<file path="src/rtl/rv32_alu_arith_logic_core.sv">
// -----------------------------------------------------------------------------
// rv32_alu_arith_logic_core
//
// Registered RV32 execute-stage ALU: ADD/SUB with signed overflow flags,
// signed set-less-than, and bitwise AND/OR. Shift codes are handled by the
// neighbouring shift unit and produce zero here, as does the reserved code.
// Operands are sampled on the clock edge where in_valid is high. The result
// and its flags are visible one cycle later. When in_valid is low the
// registered result holds and out_valid drops.
//
// Parameters
//   WIDTH      datapath width in bits (two's-complement operands)
//
// Ports
//   clk        in   1      rising-edge clock
//   rst        in   1      synchronous, active-high reset
//   in_valid   in   1      a/b/alu_ctrl valid this cycle
//   a          in   WIDTH  operand A (signed)
//   b          in   WIDTH  operand B (signed)
//   alu_ctrl   in   3      000 SUB, 001 ADD, 010 AND, 011 OR, 110 SLT,
//                          100/101 shift codes, 111 reserved (both give y=0)
//   out_valid  out  1      y and flags hold a fresh result
//   y          out  WIDTH  registered result
//   zero       out  1      registered (y == 0)
//   pos_ovf    out  1      registered positive signed overflow (ADD/SUB)
//   neg_ovf    out  1      registered negative signed overflow (ADD/SUB)
// -----------------------------------------------------------------------------
module rv32_alu_arith_logic_core #(
  parameter int WIDTH = 32
) (
  input  logic             clk,
  input  logic             rst,
  input  logic             in_valid,
  input  logic [WIDTH-1:0] a,
  input  logic [WIDTH-1:0] b,
  input  logic [2:0]       alu_ctrl,
  output logic             out_valid,
  output logic [WIDTH-1:0] y,
  output logic             zero,
  output logic             pos_ovf,
  output logic             neg_ovf
);

  localparam logic [2:0] CTRL_SUB = 3'b000;
  localparam logic [2:0] CTRL_ADD = 3'b001;
  localparam logic [2:0] CTRL_AND = 3'b010;
  localparam logic [2:0] CTRL_OR  = 3'b011;
  localparam logic [2:0] CTRL_SLT = 3'b110;

  // Overflow of the shared adder, given the sign of A, the sign of the
  // (possibly inverted) B actually fed to the adder, and the sign of the sum.
  // Because SUB feeds ~b, "a>=0, b<0, diff<0" becomes the same pattern as the
  // ADD positive-overflow case, so one rule covers both operations.
  // Returns {pos_ovf, neg_ovf}; both bits can never be set together.
  function automatic logic [1:0] addsub_ovf(input logic sign_a,
                                            input logic sign_b_eff,
                                            input logic sign_sum);
    logic pos;
    logic neg;
    pos = ~sign_a & ~sign_b_eff &  sign_sum;
    neg =  sign_a &  sign_b_eff & ~sign_sum;
    return {pos, neg};
  endfunction

  // True signed a < b. If the signs differ, the negative operand is smaller
  // and the wrapped difference must not be trusted (it may have overflowed).
  // With equal signs a-b cannot overflow, so the difference sign is exact.
  function automatic logic signed_lt(input logic sign_a,
                                     input logic sign_b,
                                     input logic sign_diff);
    logic lt;
    if (sign_a != sign_b) lt = sign_a;
    else                  lt = sign_diff;
    return lt;
  endfunction

  logic signed [WIDTH-1:0] a_s;
  logic signed [WIDTH-1:0] b_s;
  logic                    sub_sel_p0;
  logic        [WIDTH-1:0] b_opnd_p0;
  logic        [WIDTH-1:0] sum_p0;
  logic        [1:0]       ovf_p0;
  logic                    lt_p0;
  logic        [WIDTH-1:0] res_p0;
  logic                    pos_p0;
  logic                    neg_p0;

  logic             vld_p1_d,  vld_p1_q;
  logic [WIDTH-1:0] y_p1_d,    y_p1_q;
  logic             zero_p1_d, zero_p1_q;
  logic             pos_p1_d,  pos_p1_q;
  logic             neg_p1_d,  neg_p1_q;

  assign a_s = a;
  assign b_s = b;

  // ---- stage p0: combinational datapath on the incoming operands ----------
  always_comb begin
    // SLT reuses the adder in subtract mode for the same-sign comparison.
    sub_sel_p0 = (alu_ctrl == CTRL_SUB) || (alu_ctrl == CTRL_SLT);
    b_opnd_p0  = sub_sel_p0 ? ~b : b;
    sum_p0     = a + b_opnd_p0 + {{(WIDTH-1){1'b0}}, sub_sel_p0};

    ovf_p0 = addsub_ovf(a_s[WIDTH-1], b_opnd_p0[WIDTH-1], sum_p0[WIDTH-1]);
    lt_p0  = signed_lt(a_s[WIDTH-1], b_s[WIDTH-1], sum_p0[WIDTH-1]);

    res_p0 = '0;
    pos_p0 = 1'b0;
    neg_p0 = 1'b0;
    unique case (alu_ctrl)
      CTRL_SUB, CTRL_ADD: begin
        res_p0 = sum_p0;
        pos_p0 = ovf_p0[1];
        neg_p0 = ovf_p0[0];
      end
      CTRL_AND: res_p0 = a & b;
      CTRL_OR:  res_p0 = a | b;
      CTRL_SLT: res_p0 = {{(WIDTH-1){1'b0}}, lt_p0};
      default:  res_p0 = '0;
    endcase
  end

  // ---- stage p0 -> p1: capture on accepted op, otherwise hold -------------
  always_comb begin
    vld_p1_d  = in_valid;
    y_p1_d    = y_p1_q;
    zero_p1_d = zero_p1_q;
    pos_p1_d  = pos_p1_q;
    neg_p1_d  = neg_p1_q;
    if (in_valid) begin
      y_p1_d    = res_p0;
      // Zero is taken from the final muxed result, so reserved codes and a
      // false SLT both report zero=1.
      zero_p1_d = (res_p0 == '0);
      pos_p1_d  = pos_p0;
      neg_p1_d  = neg_p0;
    end
  end

  // Result registers are cleared too, so outputs are never X after reset.
  always_ff @(posedge clk) begin
    if (rst) begin
      vld_p1_q  <= 1'b0;
      y_p1_q    <= '0;
      zero_p1_q <= 1'b0;
      pos_p1_q  <= 1'b0;
      neg_p1_q  <= 1'b0;
    end else begin
      vld_p1_q  <= vld_p1_d;
      y_p1_q    <= y_p1_d;
      zero_p1_q <= zero_p1_d;
      pos_p1_q  <= pos_p1_d;
      neg_p1_q  <= neg_p1_d;
    end
  end

  // ---- stage p1: registered outputs ---------------------------------------
  assign out_valid = vld_p1_q;
  assign y         = y_p1_q;
  assign zero      = zero_p1_q;
  assign pos_ovf   = pos_p1_q;
  assign neg_ovf   = neg_p1_q;

endmodule

</file>
<file path="config.mk">
export PLATFORM = sky130hd
export DESIGN_NAME = rv32_alu_arith_logic_core
export DESIGN_NICKNAME = d
export VERILOG_FILES = /design/src/rtl/rv32_alu_arith_logic_core.sv
export SDC_FILE = /design/constraint.sdc
export NUM_CORES = 1
export LEC_CHECK = 0
export CORE_MARGIN = 2
export CORE_UTILIZATION = 53
export CTS_BUF_LIST = sky130_fd_sc_hd__clkbuf_4
export DETAILED_ROUTE_END_ITERATION = 7
export PLACE_DENSITY_LB_ADDON = 0.12
export SYNTH_ARGS = -nofsm -noshare
export SYNTH_HDL_FRONTEND = slang
export SYNTH_SLANG_ARGS = --single-unit
</file>
<file path="constraint.sdc">
create_clock -name clk -period 5.88 [get_ports clk]
set_input_delay 1.176 -clock clk [delete_from_list [all_inputs] [get_ports clk]]
set_output_delay 1.176 -clock clk [all_outputs]
set_load 0.02 [all_outputs]
</file>
Word level (Yosys, flattened, before mapping) --
Index checks and enable logic that the tools add are counted.
Word-level totals: flip-flop bits (word level) 36, input bits 70
Operators by class: $add $sub $neg 2, bitwise logic cells 10, multiplexer cells 5, eq/ne operators 5, reduce and logical (&&, ||, !) cells 4
Operators with widths (count):
- $pmux W32 S4 | 1
- $add A32 B1 Y32 | 1
- $add A32 B32 Y32 | 1
- $and A32 B32 Y32 | 1
- $logic_not A32 Y1 | 1
- $mux W32 | 1
- $not A32 Y32 | 1
- $or A32 B32 Y32 | 1
- $eq A3 B2 Y1 const B | 2
- $and A1 B1 Y1 | 4
- $eq A3 B1 Y1 const B | 1
- $eq A3 B3 Y1 const B | 1
- $logic_not A3 Y1 | 1
- $mux W1 | 3
- $not A1 Y1 | 3
- $reduce_or A2 Y1 | 1
- $logic_or A1 B1 Y1 | 1
- $ne A1 B1 Y1 | 1

Depth between registers and ports, before layout --
Gate-level depths: netlist of run 1.
word-level depth 8, gate-level depth with buffers 19, depth with buffers taken out 15

Worst setup path before layout of run 1 --
Ideal clock, no wire load.
path kind input -> register, start point input alu_ctrl[1], end point register zero_p1_q, in the netlist zero, slack 684 ps, buffers on the path 4, required time 5821 ps, stages on the path 18, data arrival time 5136 ps, cells stage by stage buf_6 > or2_1 > buf_6 > clkbuf_8 > a21oi_1 > clkbuf_1 > mux2i_1 > fa_1 > nand2b_1 > a211o_1 > a211oi_2 > o31ai_1 > a2111oi_2 > nor2b_1 > mux2i_4 > nand4_1 > nor4_1 > a41o_1
Between the ends: cells in the longest elaborated chain, start to end 8, elaborated cells between the ends (all ways) 13, those cells by class 2 x add/sub; 4 x eq/ne; 3 x mux; 4 x reduce/logical
Ends and longest elaborated chain:
- start, declared | line 36 | input logic [2:0] alu_ctrl,
- $eq A3 B3 Y1 / $logic_not A3 Y1 (equally long branches) | line 100, 110
- $logic_or A1 B1 Y1 | line 100 | sub_sel_p0 = (alu_ctrl == CTRL_SUB) || (alu_ctrl == CTRL_SLT);
- $mux W32 | line 101 | b_opnd_p0 = sub_sel_p0 ? ~b : b;
- $add A32 B32 Y32 | line 102 | sum_p0 = a + b_opnd_p0 + {{(WIDTH-1){1'b0}}, sub_sel_p0};
- $add A32 B1 Y32 | line 102
- $mux W1 | line 72 | if (sign_a != sign_b) lt = sign_a;
- $pmux W32 S4 * | line 110 | unique case (alu_ctrl)
- $logic_not A32 Y1 * | line 134 | zero_p1_d = (res_p0 == '0);
- end signal, assigned | line 151 | zero_p1_q <= zero_p1_d;
- end, declared | line 90 | logic zero_p1_d, zero_p1_q;
Every way passes the cells marked *; elsewhere a longest branch is shown, timed or not. A chain may end at the register's enable or synchronous reset.

Worst setup path in the final report of run 1 --
Ends and elaborated chain as after synthesis.

==> flow_summary.toml, run 1 <==
[worst_setup_path]
r2r_start = "y[28]"
startpoint_type = "primary input"
reg2reg_slack_ns = 5.05
crit_arrival_ns = 5.36
startpoint = "alu_ctrl[1]"
reg2reg_depth = 3
critical_path_class = "in2reg"
crit_fanout = 16
crit_required_ns = 6.16
r2r-end = "y[28]"
cpMaxStageDelayCell = "clkdlybuf4s50_1"
path_cells = "clkdlybuf4s50_1 > or2_1 > a21oi_4 > buf_4 > xor2_1 > ha_1 > a21oi_1 > o21ai_1 > a31o_2 > a221oi_1 > a2bb2oi_1 > nand3b_1 > a311oi_2 > xor2_1 > o221a_1 > a41o_1"
max_stage_delay_ns = 0.50
end_kind = "flip-flop"
cpMostUsedCell = "xor2_1"

[logic_synthesis]
synth_top_family_by_area = "compound AO/OA/AOI/OAI gates"
synth.top_cell.area_share_pct = 16.2
synthAdderAreaFrac_pct = 16.3
avgSynthCellArea_um2 = 7.79
synth_flop_cell = "dfxtp_1"
synth_cells = 573
synth_edf_count = 0
synth-xor-area-share_pct = 9.79
async_flop_share_pct = 0
synth_compound_area_share_pct = 27.8
synth_nets = 683
ys_warn_count = 0
yosys.area_share.simple_pct = 20.4
synth_cell_types = 80
synthTopCellsByArea = "dfxtp_1, ha_1, xor2_1"
ys_ff_latch = 36
synth.area.mux_share_pct = 2.97
ys_seq_area_share_pct = 16.2
synth_top_area_cell = "dfxtp_1"
netlist_area_um2 = 4460

[detailed_routing]
drt-total-wl_um = 14400
viasPerCell = 6.31
drt-initial-drc-count = 333
topRoutingLayerUsed = "met4"
vias = 4847
ant_nets = 0
drt_pre_antenna_iters = 5
route.met3.wl_um = 1240
met1_length_um = 6240
routedWlPerCell_um = 18.8
wl_met2_um = 6670
drc_errors = 0

[hold_path]
hold_depth = 2
hp-class = "reg2reg"
min_to = "y[14]"
hp-start = "y[14]"

[final_layout]
post-route-util_pct = 68.3
mostFrequentLayoutCells = "clkdlybuf4s50_1, nor2_1, a21oi_1, nand2_1, ha_1"
layout.nets = 772
num_antenna_cells = 0
layout.cells.non_filler = 768
syn_to_final_growth_pct = 25.2
postLayoutCellArea_um2 = 5590
layout_commonest_cell = "clkdlybuf4s50_1"
drive_above_1_share_pct = 7.54

[global_route]
grt_max_degree = 46
grt-ovfl-total = 0
grt_pass1_vias = 4560
grt_first_pass_wirelength_um = 22900
antenna_found_initial = 0
grt.total_usage_pct = 31.8

[timing]
relSlewSlack_pct = 42.4
fmax_ghz = 0.197
slew_viol_final = 0
period_share_pct = 86.5
setup_viol = 0
tns_ns = 0
worstMarginPinSlew_ns = 0.853
fin_crit_ns = 5.08
final_hold_viol_count = 0
rsz0062_at_grt = "false"
clock_skew_ns = 0

[floorplan]
num_rows = 33
initial_core_util_pct = 54.6
die_y_um = 95.8
die_width_um = 95.8
die-area_um2 = 9170
io_pins = 106
core_um2 = 8180

[clocking]
cts.path.max_buffers = 2
cts_tree = "yes"
cts_setup_buffers = 0
hold_buffers = 0
cts_buffers = 5
cts_root_buf = "clkbuf_4"
post_cts_resize_count = 0
cts.clk_slew.worst_paths_ns = 0.13
h-tree-depth = 2
worstSkewPairLatency_ns = 0.35
cts_sinks = 36

[place]
dpl_cell_area_um2 = 5510
dpl.cell_count = 760
post-dp-hpwl_um = 11300
port_buffers = 105
finalWeightedCongestion = 0.982

[outcome]
status = "finished, final reports clean"

[power]
power.density_nw_per_um2 = 194
max-vdd-ir-drop_uv = 93.9
leakagePower_uw = 0.00219

[job]
drv_cap = 0
## stage by stage
step	total power, uW	hold slack, ns	worst slack, ns
after floorplan	697	0.541	0.684
after global placement	877	0.454	0.533
after CTS	1070	0.477	0.855
after detailed placement	888	0.459	0.486
after global routing	1150	0.493	0.527
final	1080	0.477	0.795
## how the worst max path moves through the flow
| stage | to | cells past startpoint |
|---|---|---|
| 6_report | zero | 16 |
| 5_1_grt | zero | 16 |
| 4_1_cts | zero | 16 |
| 3_5_place_dp | zero | 16 |
| 3_3_place_gp | zero | 16 |
| 2_1_floorplan | zero | 18 |
## logic make-up after synthesis
group	count (synthesis)
simple gates	187
compound gates	177
fa+ha+maj	62
buf+inv	50
xor+xnor	49
flops	36
mux	12
## registers in the layout (all words and copies together) (netlist names)
register	count
y	32
pos_ovf	1
neg_ovf	1
zero	1
out_valid	1
## final cells by class
type	count	area, um^2
inverter	15	56.3
fill	715	2590
clock inverter	3	42.5
sequential	36	721
multi-input combinational	487	3460
clock buffer	5	37.5
tap	105	131
timing repair buffer	117	1140
## cell usage after synthesis (all sizes together), types with 5 or more instances
cell / n
o21ai: 27
mux2i: 12
a311oi: 5
clkbuf: 25
nand2: 49
o21a: 7
ha: 39
maj3: 22
nor2b: 5
a21oi: 52
nand4: 13
nand3: 15
buf: 10
nor2: 58
a221oi: 10
a22oi: 7
inv: 13
a211oi: 18
xor2: 37
dfxtp: 36
nor3: 9
and3: 6
and2: 5
a21o: 9
xnor2: 12
or3: 5
## worst max-delay path, delay by kind of cell
kind | cells | cell delay [ns]
AND/OR/NAND/NOR | 2 | 0.50
buffers and inverters | 2 | 0.80
adder cells (fa/ha/maj) | 1 | 0.35
AO/OA/AOI/OAI | 9 | 2.22
XOR/XNOR | 2 | 0.29
## where the power goes
part	leakage (uW)	total [uW]	internal (uW)	switching (uW)
combinational	0.00185	630	270	360
sequential	0.000296	270	260	9.30
clock	0.0000412	184	88.6	95.4
total	0.00219	1080	619	465
## per-layer routing
layer / vias to the layer above / track usage, %
met1: 2259 / 44.0
met5: - / 0
met3: 32 / 3.52
li1: 2313 / -
met4: 0 / 7.38
met2: 243 / 53.0
No activity file was read; power rests on OpenSTA's default activity.
==> run 2, diff against run 1 <==
- CORE_MARGIN: 2 -> 1
==> run 2 against run 1 <==
Compared with the run above:
- power fell by 5.1%
- global-route usage is 1.3 points higher
- largest power group unchanged
- highest routed layer unchanged
- sequential cell count did not move
- clock skew stayed put
- maximum frequency is 1.1% lower
- critical endpoint unchanged
- largest cell class unchanged
==> flow_summary.toml, run 2 (synthesis gave the netlist of run 1 again) <==
[outcome]
status = "finished, final reports clean"

[power]
p_sw_share_pct = 44.2
max-vdd-ir-drop_uv = 83.7
p_int_uw = 574
seq_power_share_pct = 26.2
power.switching_uw = 454
leakagePower_uw = 0.00218
clkPwrFrac_pct = 12.7
power.density_nw_per_um2 = 185
combinationalPowerShare_pct = 61.2

[timing]
hold_ws_ns = 0.475
relSlewSlack_pct = 43.8
period_share_pct = 87.4
final_hold_viol_count = 0
worstMarginPinSlew_ns = 0.833
rsz0062_at_grt = "false"
tns_ns = 0
fin_crit_ns = 5.14
slew_viol_final = 0
setup_viol = 0
fmax_ghz = 0.195
clock_skew_ns = 0

[clocking]
cts_buffers = 5
h-tree-depth = 2
cts_setup_buffers = 0
cts_sinks = 36
cts_tree = "yes"
hold_buffers = 0
worstSkewPairLatency_ns = 0.35
cts.clk_slew.worst_paths_ns = 0.11
cts_root_buf = "clkbuf_4"
post_cts_resize_count = 0
cts.path.max_buffers = 2

[worst_setup_path]
critical_path_class = "in2reg"
path_cells = "clkdlybuf4s50_1 > or2_1 > a21oi_4 > buf_4 > xor2_1 > ha_1 > a21oi_1 > o21ai_1 > a31o_2 > a221oi_1 > a2bb2oi_1 > nand3b_1 > a311oi_2 > xor2_1 > o221a_1 > a41o_1"
startpoint = "alu_ctrl[2]"
cpMaxStageDelayCell = "clkdlybuf4s50_1"
crit_buf_inv = 2
max_stage_delay_ns = 0.49
cpMostUsedCell = "xor2_1"
crit_arrival_ns = 5.40
end_kind = "flip-flop"
crit_fanout = 16
critical_path.top_delay_family = "compound AO/OA/AOI/OAI gates"
startpoint_type = "primary input"
r2r_start = "zero"
crit_required_ns = 6.14

[final_layout]
fillers = 732
syn_to_final_growth_pct = 24.7
largest_reg_flops = 32
layout_commonest_cell = "clkdlybuf4s50_1"
layout.nets = 773
drive_above_1_share_pct = 7.53
mostFrequentLayoutCells = "clkdlybuf4s50_1, nor2_1, a21oi_1, nand2_1, ha_1"
num_antenna_cells = 0

[floorplan]
initial_core_util_pct = 54.6
die-area_um2 = 8790
die_y_um = 93.8
core_um2 = 8180
die_width_um = 93.8
num_rows = 33
io_pins = 106

[detailed_routing]
routedWlPerCell_um = 18.7
ant_nets = 0
viasPerCell = 6.39
drc_errors = 0
vias = 4913
drt-total-wl_um = 14400
drt-initial-drc-count = 331
drt_pre_antenna_iters = 5

[place]
finalWeightedCongestion = 0.956
port_buffers = 105
post-dp-hpwl_um = 11300

[global_route]
grt-ovfl-total = 0
antenna_found_initial = 0
grt.total_usage_pct = 33.1
grt_pass1_vias = 4534
grt_first_pass_wirelength_um = 22700
grt_max_degree = 46

[job]
drv_cap = 0

[hold_path]
hp-start = "y[25]"
hp-class = "reg2reg"
-- run 2: worst reg2reg max path, delay by kind of cell (launching register included) --
family / cells / cell delay [ns]
compound gates: 1 / 0.20
flops: 1 / 0.35
simple gates: 1 / 0.20
-- run 2: worst paths after layout --
| kind | endpoint | slack, ns | depth (start not counted) |
|---|---|---|---|
| setup / recovery | zero | 0.74 | 16 |
| hold / removal | y[25] | 0.48 | 2 |
| setup reg to reg | zero | 5.05 | 2 |
| hold reg to reg | y[25] | 0.48 | 2 |
-- run 2: layout make-up --
cell class,instances,area [um^2],area share [%]
timing repair buffer,118,1150,20.6
tap,105,131,2.36
inverter,15,56.3,1.01
sequential,36,721,12.9
clock buffer,5,37.5,0.674
clock inverter,3,13.8,0.247
multi-input combinational,487,3460,62.1
-- run 2: stage by stage --
stage	total power, uW	worst slack (ns)	cells	instance area (um^2)	utilization [%]
after floorplan	697	0.684	573	4460	-
after global placement	880	0.538	761	5510	67.4
after detailed placement	890	0.442	761	5510	67.4
after CTS	1020	0.801	769	5570	68.1
after global routing	1090	0.533	769	5570	68.1
final	1030	0.739	769	5570	68.1
-- run 2: per-layer routing --
layer  wire (um)  global-route usage (%)  share of wire (%)  vias to the layer above
li1            -                       -                  -                     2322
met3        1220                    2.99                8.5                       37
met2        6540                    53.7                 45                      279
met5           0                       0                  0                        -
met1        6220                    45.5                 43                     2275
met4         400                    11.5                2.8                        0
-- run 2: power by group through the flow --
stage	registers (uW)	logic, uW	clock network, uW
finish	269	629	130
detailed placement	275	615	0
global placement	274	606	0
floorplan	294	404	0
CTS	269	618	131
global route	271	682	142
